**src/rtl/ctrl_if.sv**
```systemverilog
// ctrl_if: decoder-to-pipeline control word and register specifiers
interface ctrl_if #(parameter int REG_W = 5);
    logic [8:0]       id_ctrl;
    logic [REG_W-1:0] id_rs;
    logic [REG_W-1:0] id_rt;
    logic [REG_W-1:0] id_rd;
    modport master (output id_ctrl, id_rs, id_rt, id_rd);
    modport slave (input id_ctrl, id_rs, id_rt, id_rd);
endinterface

```
**src/rtl/ctrl_pipe.sv**
```systemverilog
// ctrl_pipe: ID->EX->MEM->WB control pipeline with hazard stall, forwarding and branch flush
module ctrl_pipe #(
    parameter int REG_W  = 5,
    parameter bit FWD_EN = 1'b1
) (
    input  logic             clk,
    input  logic             reset,
    ctrl_if.slave            dec,
    input  logic             mem_zero,
    output logic             ex_RegDest,
    output logic             ex_ALUOp1,
    output logic             ex_ALUOp2,
    output logic             ex_ALUSrc,
    output logic             mem_Branch,
    output logic             mem_MemRead,
    output logic             mem_memWrite,
    output logic             wb_MemToReg,
    output logic             wb_RegWrite,
    output logic [REG_W-1:0] wb_dst,
    output logic [1:0]       fwd_a,
    output logic [1:0]       fwd_b,
    output logic             stall,
    output logic             flush
);
    logic [8:0]       ex_ctrl;
    logic [REG_W-1:0] ex_rs, ex_rt, ex_rd, ex_dst, mem_dst;
    logic             mem_MemToReg, mem_RegWrite, load_use, raw, bubble;

    function automatic logic hit(input logic we, input logic [REG_W-1:0] d, input logic [REG_W-1:0] s);
        return we && d != '0 && d == s;
    endfunction

    assign ex_RegDest = ex_ctrl[8];
    assign ex_ALUOp1  = ex_ctrl[4];
    assign ex_ALUOp2  = ex_ctrl[3];
    assign ex_ALUSrc  = ex_ctrl[1];
    assign ex_dst     = ex_ctrl[8] ? ex_rd : ex_rt;

    always_comb begin
        flush    = mem_Branch && mem_zero;
        load_use = ex_ctrl[6] && ex_rt != '0 && (ex_rt == dec.id_rs || ex_rt == dec.id_rt);
        raw      = hit(ex_ctrl[0], ex_dst, dec.id_rs) || hit(ex_ctrl[0], ex_dst, dec.id_rt) ||
                   hit(mem_RegWrite, mem_dst, dec.id_rs) || hit(mem_RegWrite, mem_dst, dec.id_rt) ||
                   hit(wb_RegWrite, wb_dst, dec.id_rs) || hit(wb_RegWrite, wb_dst, dec.id_rt);
        stall    = !flush && (FWD_EN ? load_use : raw);
        bubble   = flush || stall;
        fwd_a    = !FWD_EN ? 2'b00 : hit(mem_RegWrite, mem_dst, ex_rs) ? 2'b10 :
                   hit(wb_RegWrite, wb_dst, ex_rs) ? 2'b01 : 2'b00;
        fwd_b    = !FWD_EN ? 2'b00 : hit(mem_RegWrite, mem_dst, ex_rt) ? 2'b10 :
                   hit(wb_RegWrite, wb_dst, ex_rt) ? 2'b01 : 2'b00;
    end

    // bubbles also clear the specifiers so a squashed slot never matches a forwarding source
    always_ff @(posedge clk) begin
        if (!reset) begin
            {ex_ctrl, ex_rs, ex_rt, ex_rd} <= '0;
            {mem_Branch, mem_MemRead, mem_memWrite, mem_MemToReg, mem_RegWrite, mem_dst} <= '0;
            {wb_MemToReg, wb_RegWrite, wb_dst} <= '0;
        end else begin
            {ex_ctrl, ex_rs, ex_rt, ex_rd} <= bubble ? '0 : {dec.id_ctrl, dec.id_rs, dec.id_rt, dec.id_rd};
            {mem_Branch, mem_MemRead, mem_memWrite, mem_MemToReg, mem_RegWrite, mem_dst} <=
                flush ? '0 : {ex_ctrl[7], ex_ctrl[6], ex_ctrl[2], ex_ctrl[5], ex_ctrl[0], ex_dst};
            {wb_MemToReg, wb_RegWrite, wb_dst} <= {mem_MemToReg, mem_RegWrite, mem_dst};
        end
    end
endmodule

```
**src/flat_wrapper.sv**
```systemverilog
// flat-port wrapper written by rule: the top's interface ports become plain ports
module ctrl_pipe_flat 
#(
    parameter int REG_W  = 5,
    parameter bit FWD_EN = 1'b1
)
  (clk, reset, mem_zero, ex_RegDest, ex_ALUOp1, ex_ALUOp2, ex_ALUSrc, mem_Branch, mem_MemRead, mem_memWrite, wb_MemToReg, wb_RegWrite, wb_dst, fwd_a, fwd_b, stall, flush, dec_id_ctrl, dec_id_rs, dec_id_rt, dec_id_rd);
  ctrl_if #(.REG_W(REG_W)) dec_i ();
  input  logic clk;
  input  logic reset;
  input  logic mem_zero;
  output logic ex_RegDest;
  output logic ex_ALUOp1;
  output logic ex_ALUOp2;
  output logic ex_ALUSrc;
  output logic mem_Branch;
  output logic mem_MemRead;
  output logic mem_memWrite;
  output logic wb_MemToReg;
  output logic wb_RegWrite;
  output logic [REG_W-1:0] wb_dst;
  output logic [1:0] fwd_a;
  output logic [1:0] fwd_b;
  output logic stall;
  output logic flush;
  input wire logic [$bits(dec_i.id_ctrl)-1:0] dec_id_ctrl;
  input wire logic [$bits(dec_i.id_rs)-1:0] dec_id_rs;
  input wire logic [$bits(dec_i.id_rt)-1:0] dec_id_rt;
  input wire logic [$bits(dec_i.id_rd)-1:0] dec_id_rd;
  assign dec_i.id_ctrl = dec_id_ctrl;
  assign dec_i.id_rs = dec_id_rs;
  assign dec_i.id_rt = dec_id_rt;
  assign dec_i.id_rd = dec_id_rd;
  ctrl_pipe #(.REG_W(REG_W), .FWD_EN(FWD_EN)) u_core (.clk(clk), .reset(reset), .dec(dec_i), .mem_zero(mem_zero), .ex_RegDest(ex_RegDest), .ex_ALUOp1(ex_ALUOp1), .ex_ALUOp2(ex_ALUOp2), .ex_ALUSrc(ex_ALUSrc), .mem_Branch(mem_Branch), .mem_MemRead(mem_MemRead), .mem_memWrite(mem_memWrite), .wb_MemToReg(wb_MemToReg), .wb_RegWrite(wb_RegWrite), .wb_dst(wb_dst), .fwd_a(fwd_a), .fwd_b(fwd_b), .stall(stall), .flush(flush));
endmodule
```
**config.mk**
```make
export PLATFORM = sky130hd
export DESIGN_NAME = ctrl_pipe_flat
export DESIGN_NICKNAME = d
export VERILOG_FILES = /design/src/rtl/ctrl_if.sv /design/src/rtl/ctrl_pipe.sv /design/src/flat_wrapper.sv
export SDC_FILE = /design/constraint.sdc
export NUM_CORES = 1
export LEC_CHECK = 0
export CAP_MARGIN = 20
export CORE_UTILIZATION = 60
export CTS_CLUSTER_DIAMETER = 60
export DETAILED_ROUTE_END_ITERATION = 12
export DONT_BUFFER_PORTS = 1
export GPL_ROUTABILITY_DRIVEN = 1
export GPL_TIMING_DRIVEN = 0
export HOLD_SLACK_MARGIN = 0.08
export PLACE_DENSITY = 0.76
export SLEW_MARGIN = 40
export SYNTH_ARGS = -nofsm -noshare
export SYNTH_HDL_FRONTEND = slang
export SYNTH_SLANG_ARGS = --single-unit
```
**constraint.sdc**
```tcl
create_clock -name clk -period 5.7 [get_ports clk]
set_input_delay 1.71 -clock clk [delete_from_list [all_inputs] [get_ports clk]]
set_output_delay 1.71 -clock clk [all_outputs]
set_load 0.05 [all_outputs]
```
==> results.sh <==
export IMPL_top_layer="met4"
export IMPL_status="completed"
export IMPL_finalNetCount=216
export IMPL_synth_area_sq_um=1790
export IMPL_dp_slack_ps=1280
export IMPL_final_area_sq_um=1930
export IMPL_antenna_cells=0
export IMPL_antenna_found_initial=0
export IMPL_h_tree_depth=2
export IMPL_drt_iter0_markers=42
export IMPL_die_area_sq_um=3200
export IMPL_drive_gt1_frac=0.247
export IMPL_yosys_warnings=0
export IMPL_grt_util_all_layers=0.239
export IMPL_worst_slew_pin_slew_ps=722
export IMPL_wl_per_cell_um=15.5
export IMPL_ioPinCount=47
export IMPL_tns_ps=0
export IMPL_place_area_sq_um=1870
export IMPL_syn_inst=179
export IMPL_wl_met1_mm=1.37
export IMPL_rsz0062_at_grt="no"
export IMPL_synthToLayoutAreaGrowth_pct=7.98
export IMPL_clkTransAtPathRegs_ps=120
export IMPL_synthDistinctLibCells=26
export IMPL_vias=1197
export IMPL_n_fill_cell=256
export IMPL_core_area_sq_um=2780
export IMPL_placed_cells=213
export IMPL_ctsResizeCount=0
export IMPL_wl_met2_mm=1.81
export IMPL_crit_path_top_delay_cell="and3_2"
export IMPL_first_global_vias=1274
export IMPL_synth_edf_count=0
export IMPL_worstSetupPathType="in -> out"
export IMPL_post_cts_setup_buffers=0
export IMPL_place_congestion=0.820
export IMPL_synth_ff_type="dfxtp_1"
export IMPL_max_cap_violations=0
export IMPL_drc=0
export IMPL_path_cells="xnor2_1 > nand3_1 > o22ai_2 > and3_2"
export IMPL_syn_nets=206
export IMPL_final_setup_worst_slack_ps=1280
export IMPL_maxSlewHeadroom=0.515
export IMPL_first_pass_iters=4
export IMPL_cp_required_ps=3990
export IMPL_numCtsBuffers=5
export IMPL_skew_ps=10.4
export IMPL_grt_overflow=0
export IMPL_final_hold_viol_count=0
export IMPL_cts_sinks=41
export IMPL_syn_avg_cell_area_sq_um=9.98
export IMPL_grt_max_degree=14
export IMPL_leakage_nw=0.804
export IMPL_min_path_type="reg -> reg"
export IMPL_dp_final_hpwl_mm=2.64
export IMPL_cts_tree="yes"
export IMPL_cp_arrival_ps=2710
export IMPL_via_per_inst=5.42
export IMPL_synth_seq_cells=41
export IMPL_routed_wl_mm=3.43
export IMPL_num_rows=19
export IMPL_yosysSeqAreaShare=0.459
export IMPL_max_freq_mhz=226
export IMPL_ir_drop_mv=0.263
export IMPL_start_util=0.642
export IMPL_postCtsHoldBufs=0
export IMPL_grt_pass1_wl_mm=5.61
export IMPL_period_share=0.775
export IMPL_final_max_slew_viol_count=0
export IMPL_min_period_ps=4420
export IMPL_cpPeakStageDelay_ps=410
export IMPL_cts_buffer_depth=2
export IMPL_dieWidth_um=56.6
export IMPL_drtAntennaViolNets=0
export IMPL_portBuffers=0
export IMPL_clkLatencyLatePin_ps=350
export IMPL_ys_async_sr_fraction=0
export IMPL_route_met3_wl_um=179
export IMPL_setup_viol=0
export IMPL_cp_max_fo=7
export IMPL_powerDensity_nw_per_um2=282
export IMPL_worstSetupEndpointType="output port"
export IMPL_fin_cells=221
export IMPL_startpoint_type="primary input"
export IMPL_cts_root_buf="clkbuf_4"
export IMPL_fp_dieH_um=56.6
## critical path, delay by kind of cell
family / cells / cell delay (ps)
xor gates and xnor gates: 1 / 140
and+or+nand+nor: 2 / 530
AOI/OAI and AO/OA: 1 / 330
## power by group
part           leakage, nW  switching [mW]  internal, mW
clock               0.0310          0.0937        0.0465
sequential           0.339          0.0240         0.302
combinational        0.435          0.0442        0.0335
## placed cells by master, fill, tap and decap left out, drive strengths merged
cell,instances
a21oi,24
and2,8
and3,6
buf,12
clkbuf,10
clkinv,2
clkinvlp,1
dfxtp,41
inv,1
mux2i,5
nand2,28
nand3,4
nor2,5
nor4,4
o21a,1
o21ai,2
o22ai,1
or4,5
xnor2,16
xor2,14
## final timing paths
kind                                                startpoint                             to  slack (ps)  depth (start not counted)
worst min-delay path            u_core.mem_MemToReg$_SDFF_PP0_  u_core.wb_MemToReg$_SDFF_PN0_         450                          1
worst max-delay path                              dec_id_rt[3]                          stall        1280                          4
worst max register to register    u_core.mem_Branch$_SDFF_PP0_   u_core.ex_ctrl[5]$_SDFF_PP0_        3820                          6
worst min register to register  u_core.mem_MemToReg$_SDFF_PP0_  u_core.wb_MemToReg$_SDFF_PN0_         450                          1
## Yosys cell counts (2+ instances only)
| library cell | n | area share |
|---|---|---|
| xnor2_1 | 16 | 0.078 |
| dfxtp_1 | 41 | 0.46 |
| buf_6 | 5 | 0.032 |
| a21oi_2 | 19 | 0.093 |
| mux2i_1 | 5 | 0.028 |
| a21oi_1 | 4 | 0.011 |
| nor4_1 | 2 | 0.0070 |
| nand3_1 | 4 | 0.011 |
| and2_1 | 8 | 0.028 |
| or4_1 | 4 | 0.017 |
| clkbuf_1 | 5 | 0.011 |
| nor2_1 | 5 | 0.011 |
| buf_2 | 3 | 0.0084 |
| xor2_1 | 14 | 0.069 |
| and3_1 | 5 | 0.018 |
| nand2_1 | 28 | 0.059 |
| nor4_2 | 2 | 0.014 |
## area by class of cell
| cell class | count | area (sq um) | share of cell area |
|---|---|---|---|
| plain buffers | 14 | 97.6 | 0.0506 |
| clock buffers | 5 | 37.5 | 0.0195 |
| clock inverters | 3 | 17.5 | 0.00908 |
| inverters | 1 | 3.75 | 0.00195 |
| multi-input cells | 123 | 895 | 0.464 |
| flip-flops and latches | 41 | 821 | 0.425 |
| well taps | 31 | 38.8 | 0.0201 |
| repair buffers | 3 | 18.8 | 0.00973 |
## stage by stage
stage	total power, mW	hold WS [ps]	util
final	0.544	454	0.694
after global routing	0.569	469	0.694
after CTS	0.547	460	0.694
after detailed placement	0.411	431	0.674
after global placement	0.403	416	0.656
after floorplan	0.393	412	-
## kinds of logic (layout without fill, tap and decap cells)
group	count (synthesis)	after routing	share of synthesized area
AOI/OAI and AO/OA	28	28	0.134
xor gates and xnor gates	30	30	0.147
buffers and inverters	15	26	0.0567
DFF	41	41	0.459
muxes	5	5	0.0280
and+or+nand+nor	60	60	0.174
## flip-flops by register name, summed over array words and instances, names as in the netlist
| name | flops |
|---|---|
| u_core.ex_ctrl | 9 |
| u_core.ex_rd | 5 |
| u_core.ex_rs | 5 |
| u_core.ex_rt | 5 |
| u_core.mem_Branch | 1 |
| u_core.mem_MemRead | 1 |
| u_core.mem_MemToReg | 1 |
| u_core.mem_RegWrite | 1 |
| u_core.mem_dst | 5 |
| u_core.mem_memWrite | 1 |
| u_core.wb_MemToReg | 1 |
| u_core.wb_RegWrite | 1 |
| u_core.wb_dst | 5 |
## routing by layer
layer,vias up,track usage
li1,610,-
met1,543,0.270
met2,37,0.410
met3,7,0.0645
met4,0,0.125
met5,-,0
Note: power is estimated with default switching activity, not from simulation.
